$ cat src/rtl/oled_pkg.sv
// oled_pkg: shared types and constants for the SSD1306 I2C byte transmitter.
// Holds the transmitter FSM state enum, the SSD1306 control-byte values,
// the default bus address and the width of the quarter-bit divider.
package oled_pkg;

    typedef enum logic [2:0] {
        ST_IDLE  = 3'd0,
        ST_START = 3'd1,
        ST_ADDR  = 3'd2,
        ST_CTRL  = 3'd3,
        ST_DATA  = 3'd4,
        ST_STOP  = 3'd5
    } oled_state_e;

    // SSD1306 control bytes: Co=0, D/C#=0 for commands, D/C#=1 for GDDRAM data
    localparam logic [7:0] OLED_CTRL_CMD  = 8'h00;
    localparam logic [7:0] OLED_CTRL_DATA = 8'h40;

    // SSD1306 7-bit address with SA0 tied low
    localparam logic [6:0] OLED_DEFAULT_ADDR = 7'h3C;

    // Divider is wide enough for the largest legal CLK_DIV of 1023
    localparam int unsigned OLED_DIV_W = 10;

    // Bit slots 0..7 carry the byte MSB first, slot 8 is the ACK slot
    localparam logic [3:0] OLED_ACK_SLOT = 4'd8;

    // Pick the control byte that tells the panel what the next byte is
    function automatic logic [7:0] oled_ctrl_byte(input logic dcn);
        return dcn ? OLED_CTRL_DATA : OLED_CTRL_CMD;
    endfunction

endpackage

$ cat src/rtl/oled_i2c_tick.sv
// oled_i2c_tick: quarter-bit divider for the OLED I2C transmitter.
// While run is high it counts CLK_DIV clock cycles per phase and raises tick
// for exactly one cycle at the last cycle of every phase; the counter then
// reloads to zero. Dropping run parks the counter at zero, so the first phase
// after run rises is always a full CLK_DIV cycles long.
module oled_i2c_tick
    import oled_pkg::*;
#(
    parameter int unsigned CLK_DIV = 120
) (
    input  logic clk,
    input  logic rst,
    input  logic run,
    output logic tick
);

    localparam logic [OLED_DIV_W-1:0] LAST = OLED_DIV_W'(CLK_DIV - 1);

    logic [OLED_DIV_W-1:0] count;

    // Count cycles within a phase, reloading at every phase boundary
    always_ff @(posedge clk) begin
        if (rst || !run) begin
            count <= '0;
        end else if (count == LAST) begin
            count <= '0;
        end else begin
            count <= count + OLED_DIV_W'(1);
        end
    end

    assign tick = run && (count == LAST);

endmodule

$ cat src/rtl/oled_i2c_tx.sv
// oled_i2c_tx: write-only I2C master that sends one byte to an SSD1306 OLED.
// Each request produces START, address+W, control byte (command or data),
// the payload byte and STOP. Every slot is split into four phases of CLK_DIV
// cycles; scl/sda are registered and computed from the next FSM position so
// they change exactly on phase boundaries.
// Optional feature macro: OLED_I2C_NACK_CHECK_EN adds sda_in/nack and aborts
// the frame with a STOP when an ACK slot reads back high.
module oled_i2c_tx
    import oled_pkg::*;
#(
    parameter int unsigned CLK_DIV    = 120,
    parameter logic [6:0]  SLAVE_ADDR = OLED_DEFAULT_ADDR
) (
    input  logic       clk,
    input  logic       rst,
    input  logic       start,
    input  logic       DCn,
    input  logic [7:0] Data,
`ifdef OLED_I2C_NACK_CHECK_EN
    input  logic       sda_in,
    output logic       nack,
`endif
    output logic       busy,
    output logic       scl,
    output logic       sda
);

    oled_state_e state;
    oled_state_e state_n;
    logic [1:0]  phase;
    logic [1:0]  phase_n;
    logic [3:0]  bit_idx;
    logic [3:0]  bit_n;
    logic [7:0]  data_q;
    logic        dcn_q;
    logic [7:0]  cur_byte;
    logic        scl_n;
    logic        sda_n;
    logic        tick;
    logic        nack_hit;
    logic        accept;

    // A request is only taken while idle; anything during a frame is dropped
    assign accept = (state == ST_IDLE) && start;

    oled_i2c_tick #(
        .CLK_DIV (CLK_DIV)
    ) u_tick (
        .clk  (clk),
        .rst  (rst),
        .run  (state != ST_IDLE),
        .tick (tick)
    );

`ifdef OLED_I2C_NACK_CHECK_EN
    logic nack_seen;

    // Sample the slave's ACK late in the high half of the ACK slot and pulse nack as busy drops
    always_ff @(posedge clk) begin
        if (rst) begin
            nack_seen <= 1'b0;
            nack      <= 1'b0;
        end else begin
            nack <= 1'b0;
            if (accept) begin
                nack_seen <= 1'b0;
            end else if (tick && (phase == 2'd2) && (bit_idx == OLED_ACK_SLOT) &&
                         ((state == ST_ADDR) || (state == ST_CTRL) || (state == ST_DATA))) begin
                nack_seen <= sda_in;
            end
            if ((state == ST_STOP) && tick && (phase == 2'd3)) begin
                nack <= nack_seen;
            end
        end
    end

    assign nack_hit = nack_seen;
`else
    assign nack_hit = 1'b0;
`endif

    // Advance phase / bit slot / state on every phase strobe
    always_comb begin
        state_n = state;
        phase_n = phase;
        bit_n   = bit_idx;
        if (state == ST_IDLE) begin
            if (start) begin
                state_n = ST_START;
                phase_n = 2'd0;
                bit_n   = 4'd0;
            end
        end else if (tick) begin
            phase_n = phase + 2'd1;
            if (phase == 2'd3) begin
                case (state)
                    ST_START: begin
                        state_n = ST_ADDR;
                        bit_n   = 4'd0;
                    end
                    ST_ADDR: begin
                        if (bit_idx == OLED_ACK_SLOT) begin
                            bit_n   = 4'd0;
                            state_n = nack_hit ? ST_STOP : ST_CTRL;
                        end else begin
                            bit_n = bit_idx + 4'd1;
                        end
                    end
                    ST_CTRL: begin
                        if (bit_idx == OLED_ACK_SLOT) begin
                            bit_n   = 4'd0;
                            state_n = nack_hit ? ST_STOP : ST_DATA;
                        end else begin
                            bit_n = bit_idx + 4'd1;
                        end
                    end
                    ST_DATA: begin
                        if (bit_idx == OLED_ACK_SLOT) begin
                            bit_n   = 4'd0;
                            state_n = ST_STOP;
                        end else begin
                            bit_n = bit_idx + 4'd1;
                        end
                    end
                    ST_STOP: begin
                        state_n = ST_IDLE;
                    end
                    default: begin
                        state_n = ST_IDLE;
                    end
                endcase
            end
        end
    end

    // Select the byte that is being shifted out in the upcoming byte state
    always_comb begin
        cur_byte = 8'hFF;
        case (state_n)
            ST_ADDR: cur_byte = {SLAVE_ADDR, 1'b0};
            ST_CTRL: cur_byte = oled_ctrl_byte(dcn_q);
            ST_DATA: cur_byte = data_q;
            default: cur_byte = 8'hFF;
        endcase
    end

    // Decode the upcoming slot/phase into bus levels; sda only moves while scl is low
    always_comb begin
        scl_n = 1'b1;
        sda_n = 1'b1;
        case (state_n)
            ST_START: begin
                scl_n = (phase_n != 2'd3);
                sda_n = (phase_n < 2'd2);
            end
            ST_ADDR, ST_CTRL, ST_DATA: begin
                scl_n = phase_n[1];
                if (bit_n == OLED_ACK_SLOT) begin
                    sda_n = 1'b1;
                end else begin
                    sda_n = cur_byte[3'd7 - bit_n[2:0]];
                end
            end
            ST_STOP: begin
                scl_n = (phase_n != 2'd0);
                sda_n = phase_n[1];
            end
            default: begin
                scl_n = 1'b1;
                sda_n = 1'b1;
            end
        endcase
    end

    // Register FSM position, captured request and bus outputs; reset releases the bus at once
    always_ff @(posedge clk) begin
        if (rst) begin
            state   <= ST_IDLE;
            phase   <= 2'd0;
            bit_idx <= 4'd0;
            data_q  <= 8'h00;
            dcn_q   <= 1'b0;
            busy    <= 1'b0;
            scl     <= 1'b1;
            sda     <= 1'b1;
        end else begin
            state   <= state_n;
            phase   <= phase_n;
            bit_idx <= bit_n;
            busy    <= (state_n != ST_IDLE);
            scl     <= scl_n;
            sda     <= sda_n;
            if (accept) begin
                data_q <= Data;
                dcn_q  <= DCn;
            end
        end
    end

endmodule

$ cat config.mk
export PLATFORM = sky130hd
export DESIGN_NAME = oled_i2c_tx
export DESIGN_NICKNAME = d
export VERILOG_FILES = /design/src/rtl/oled_pkg.sv /design/src/rtl/oled_i2c_tick.sv /design/src/rtl/oled_i2c_tx.sv
export SDC_FILE = /design/constraint.sdc
export NUM_CORES = 1
export LEC_CHECK = 0
export ABC_AREA = 0
export CAP_MARGIN = 15
export CORE_MARGIN = 3
export CORE_UTILIZATION = 57
export CTS_CLUSTER_DIAMETER = 80
export DETAILED_ROUTE_END_ITERATION = 10
export GPL_TIMING_DRIVEN = 1
export PLACE_DENSITY_LB_ADDON = 0.15
export SYNTH_ARGS = -nofsm -noshare
export SYNTH_HDL_FRONTEND = slang
export SYNTH_HIERARCHICAL = 1
export SYNTH_SLANG_ARGS = --single-unit
export TNS_END_PERCENT = 30
$ cat constraint.sdc
create_clock -name clk -period 3.3 [get_ports clk]
set_input_delay 0.66 -clock clk [delete_from_list [all_inputs] [get_ports clk]]
set_output_delay 0.66 -clock clk [all_outputs]
set_load 0.03 [all_outputs]
==> qor.csv <==
metric,value,unit
synth-compound-area-share,22.1,%
io_pins,15,
grt.busiest_layer,met2,
yosys-top-cells-area,"dfxtp_1 36%, nand2_1 7.1%, a21oi_1 6.6%",
cts_tree,done,
cts_hold_buf,0,
yosys.area_share.xor_xnor,2.01,%
crit_start,u_tick/count[0]$_SDFF_PP0_,
post-place-ws,154,ps
cap_violations,0,
dieWidth,61.3,um
synth.distinct_cells,55,
ys_warn_count,6,
path_class,reg2reg,
io_buffers,14,
synthAdderAreaFrac,2.88,%
coreArea,2830,um2
switching_share,24.0,%
cts_root_buffer,clkbuf_4,
synth_top_area_cell,dfxtp_1,
synth.top_cell.area_share,35.7,%
ys.flop_type,dfxtp_1,
die_area,3750,um2
antenna_found_initial,0,
slew_headroom,63.0,%
nNetsFinal,261,
combPwrFrac,10.3,%
r2r_end,sda$_SDFF_PP1_,
ant_nets,0,
synth-simple-area-share,32.1,%
syn2layout_area_growth,16.5,%
outcome,completed,
drt-total-wl,4130,um
max_freq,0.325,GHz
clockPowerShare,35.0,%
leakage,0.000705,uW
period_minus_slack,3070,ps
synth-seq-cells,31,
maxSlewViolCount,0,
postCtsSetupRepairBufs,0,
use_met1,30.0,%
place_congestion,0.875,
gr-usage-all-layers,24.7,%
worst_slack,225,ps
worst_pin_slew,550,ps
synth.cell_area,1740,um2
hold_path.class,reg2reg,
pwr-share-seq,54.7,%
arrival,3320,ps
synth.most_common_cell,nand2_1,
grt_pass1_vias,1598,
skew,5.29,ps
worstPathRequired,3550,ps
grt_max_degree,24,
cp-start-kind,register,
yosysSeqAreaShare,35.7,%
grt_pass1_wl,6850,um
timing.rr.start,u_tick/count[0]$_SDFF_PP0_,
grt_util_met2,39.4,%
grt_setup_unrepaired,no,
final_hold_viol_count,0,
grt.met3_usage,7.34,%
post-route-drc-count,0,
rows,19,
synth_cells,223,
dp_hpwl,3030,um
num_antenna_cells,0,
fin_crit_sh,93.2,%
synth_nets,239,
syn_area_per_cell,7.80,um2
clkSinkCount,31,
dr.first_iter.drc_count,187,
synth_top_family_by_area,simple AND/OR/NAND/NOR gates,
cellPowerDensity,352,nW/um2
r2r_slack,230,ps
async_reset_ff_share,0,%
min_from,data_q[3]$_SDFFE_PP0P_,
switching_power,171,uW
critPathCaptureType,register,
critPathCapture,sda$_SDFF_PP1_,
fp.dieH,61.3,um
layout-drive-gt1-share,12.6,%
synth_mux_area_share,1.22,%
yosys-top-cells-count,"33 x nand2_1, 31 x dfxtp_1, 24 x nor2_1",
htreeDepth,2,
cts_max_path_buffers,2,
clock_latency,330,ps
setup_viol,0,
vdd_ir_drop_max,0.000327,V
grt-ovfl-total,0,
path_max_fanout,6,
cts_made_buffers,5,
synth_edf_count,0,
p_int,542,uW
via_count,1716,
viasPerCell,6.19,
initial_core_util,61.5,%
rr_worst_depth,11,
clkTransAtPathRegs,90,ps
wl_per_cell,14.9,um
firstDrtPassIters,5,
setup_tns,0,ps
## state kept, by name (all words and copies together), names as in the netlist
| register | cells |
|---|---|
| bit_idx | 4 |
| phase | 2 |
| busy | 1 |
| u_tick/count | 10 |
| data_q | 8 |
| sda | 1 |
| state | 3 |
| scl | 1 |
| dcn_q | 1 |
## worst min path at each step
stage                        endpoint  slack [ps]  cells past startpoint
2_1_floorplan  data_q[0]$_SDFFE_PP0P_         430                      2
3_3_place_gp   data_q[0]$_SDFFE_PP0P_         440                      2
3_5_place_dp   data_q[2]$_SDFFE_PP0P_         450                      2
4_1_cts        data_q[2]$_SDFFE_PP0P_         460                      2
5_1_grt        data_q[7]$_SDFFE_PP0P_         480                      2
6_report       data_q[3]$_SDFFE_PP0P_         460                      2
## cells in the final DEF, fill, tap and decap left out, drive strengths merged, types with 3 or more instances in the layout
cell type and instances:
nor3 4, nor2 24, nand2b 3, o22ai 3, buf 8, o21ai 6
inv 9, nand3 12, nand4 3, nor2b 6, a31oi 3, ha 4
and2 3, dfxtp 31, or3 6, o211ai 4, a21oi 23, clkdlybuf4s50 14
or2 3, a211oi 3, nand2 33, clkbuf 8
## area by class of cell
cell class	count	area, um2
sequential	31	621
inverter	9	33.8
tap	31	38.8
fill	237	802
multi-input combinational	176	1060
timing repair buffer	22	200
clock buffer	8	68.8
## metal layers
layer,vias up,part of all wire [%]
met5,-,0
met4,0,4.5
met3,18,5.6
met2,72,47
met1,780,43
li1,846,-
## critical path, stage by stage (launching register included)
cell      delay [ps]
dfxtp_1          400
ha_1             240
nor2b_1          210
nand2_1          190
nor3_2           230
nand2_1          180
a32o_1           280
or3_4            360
or3_1            390
a211oi_2         220
a211oi_1          90
o31ai_2          190
## power by group through the flow
stage	clock, uW	sequential, uW	combinational [uW]
floorplan	0	400	41.1
global placement	0	398	69.1
detailed placement	0	398	71.1
CTS	257	390	71.7
global route	275	391	81.5
finish	250	390	73.5
## timing repair
| item | 4_1_cts | 5_1_grt |
|---|---|---|
| hold endpoints to repair | 0 | 0 |
| gates resized for setup | 0 | 3 |
| setup endpoints to repair | 0 | 1 |
## metrics by stage
step                cells  area [um2]  hold slack, ps  power, uW  util [%]
finish                277        2030             462        713      71.6
global route          277        2030             485        747      71.6
CTS                   277        2010             465        718      71.1
detailed placement    269        1940             453        469      68.6
global placement      269        1940             438        467      68.6
floorplan             223        1740             429        441         -
## cell families after synthesis
family                     after synthesis
muxes                                    2
buffers and inverters                   16
DFF                                     31
xor gates and xnor gates                 4
AOI/OAI and AO/OA                       58
adders and majority gates                4
and+or+nand+nor                        108
Power figures use the tool's default switching activity.
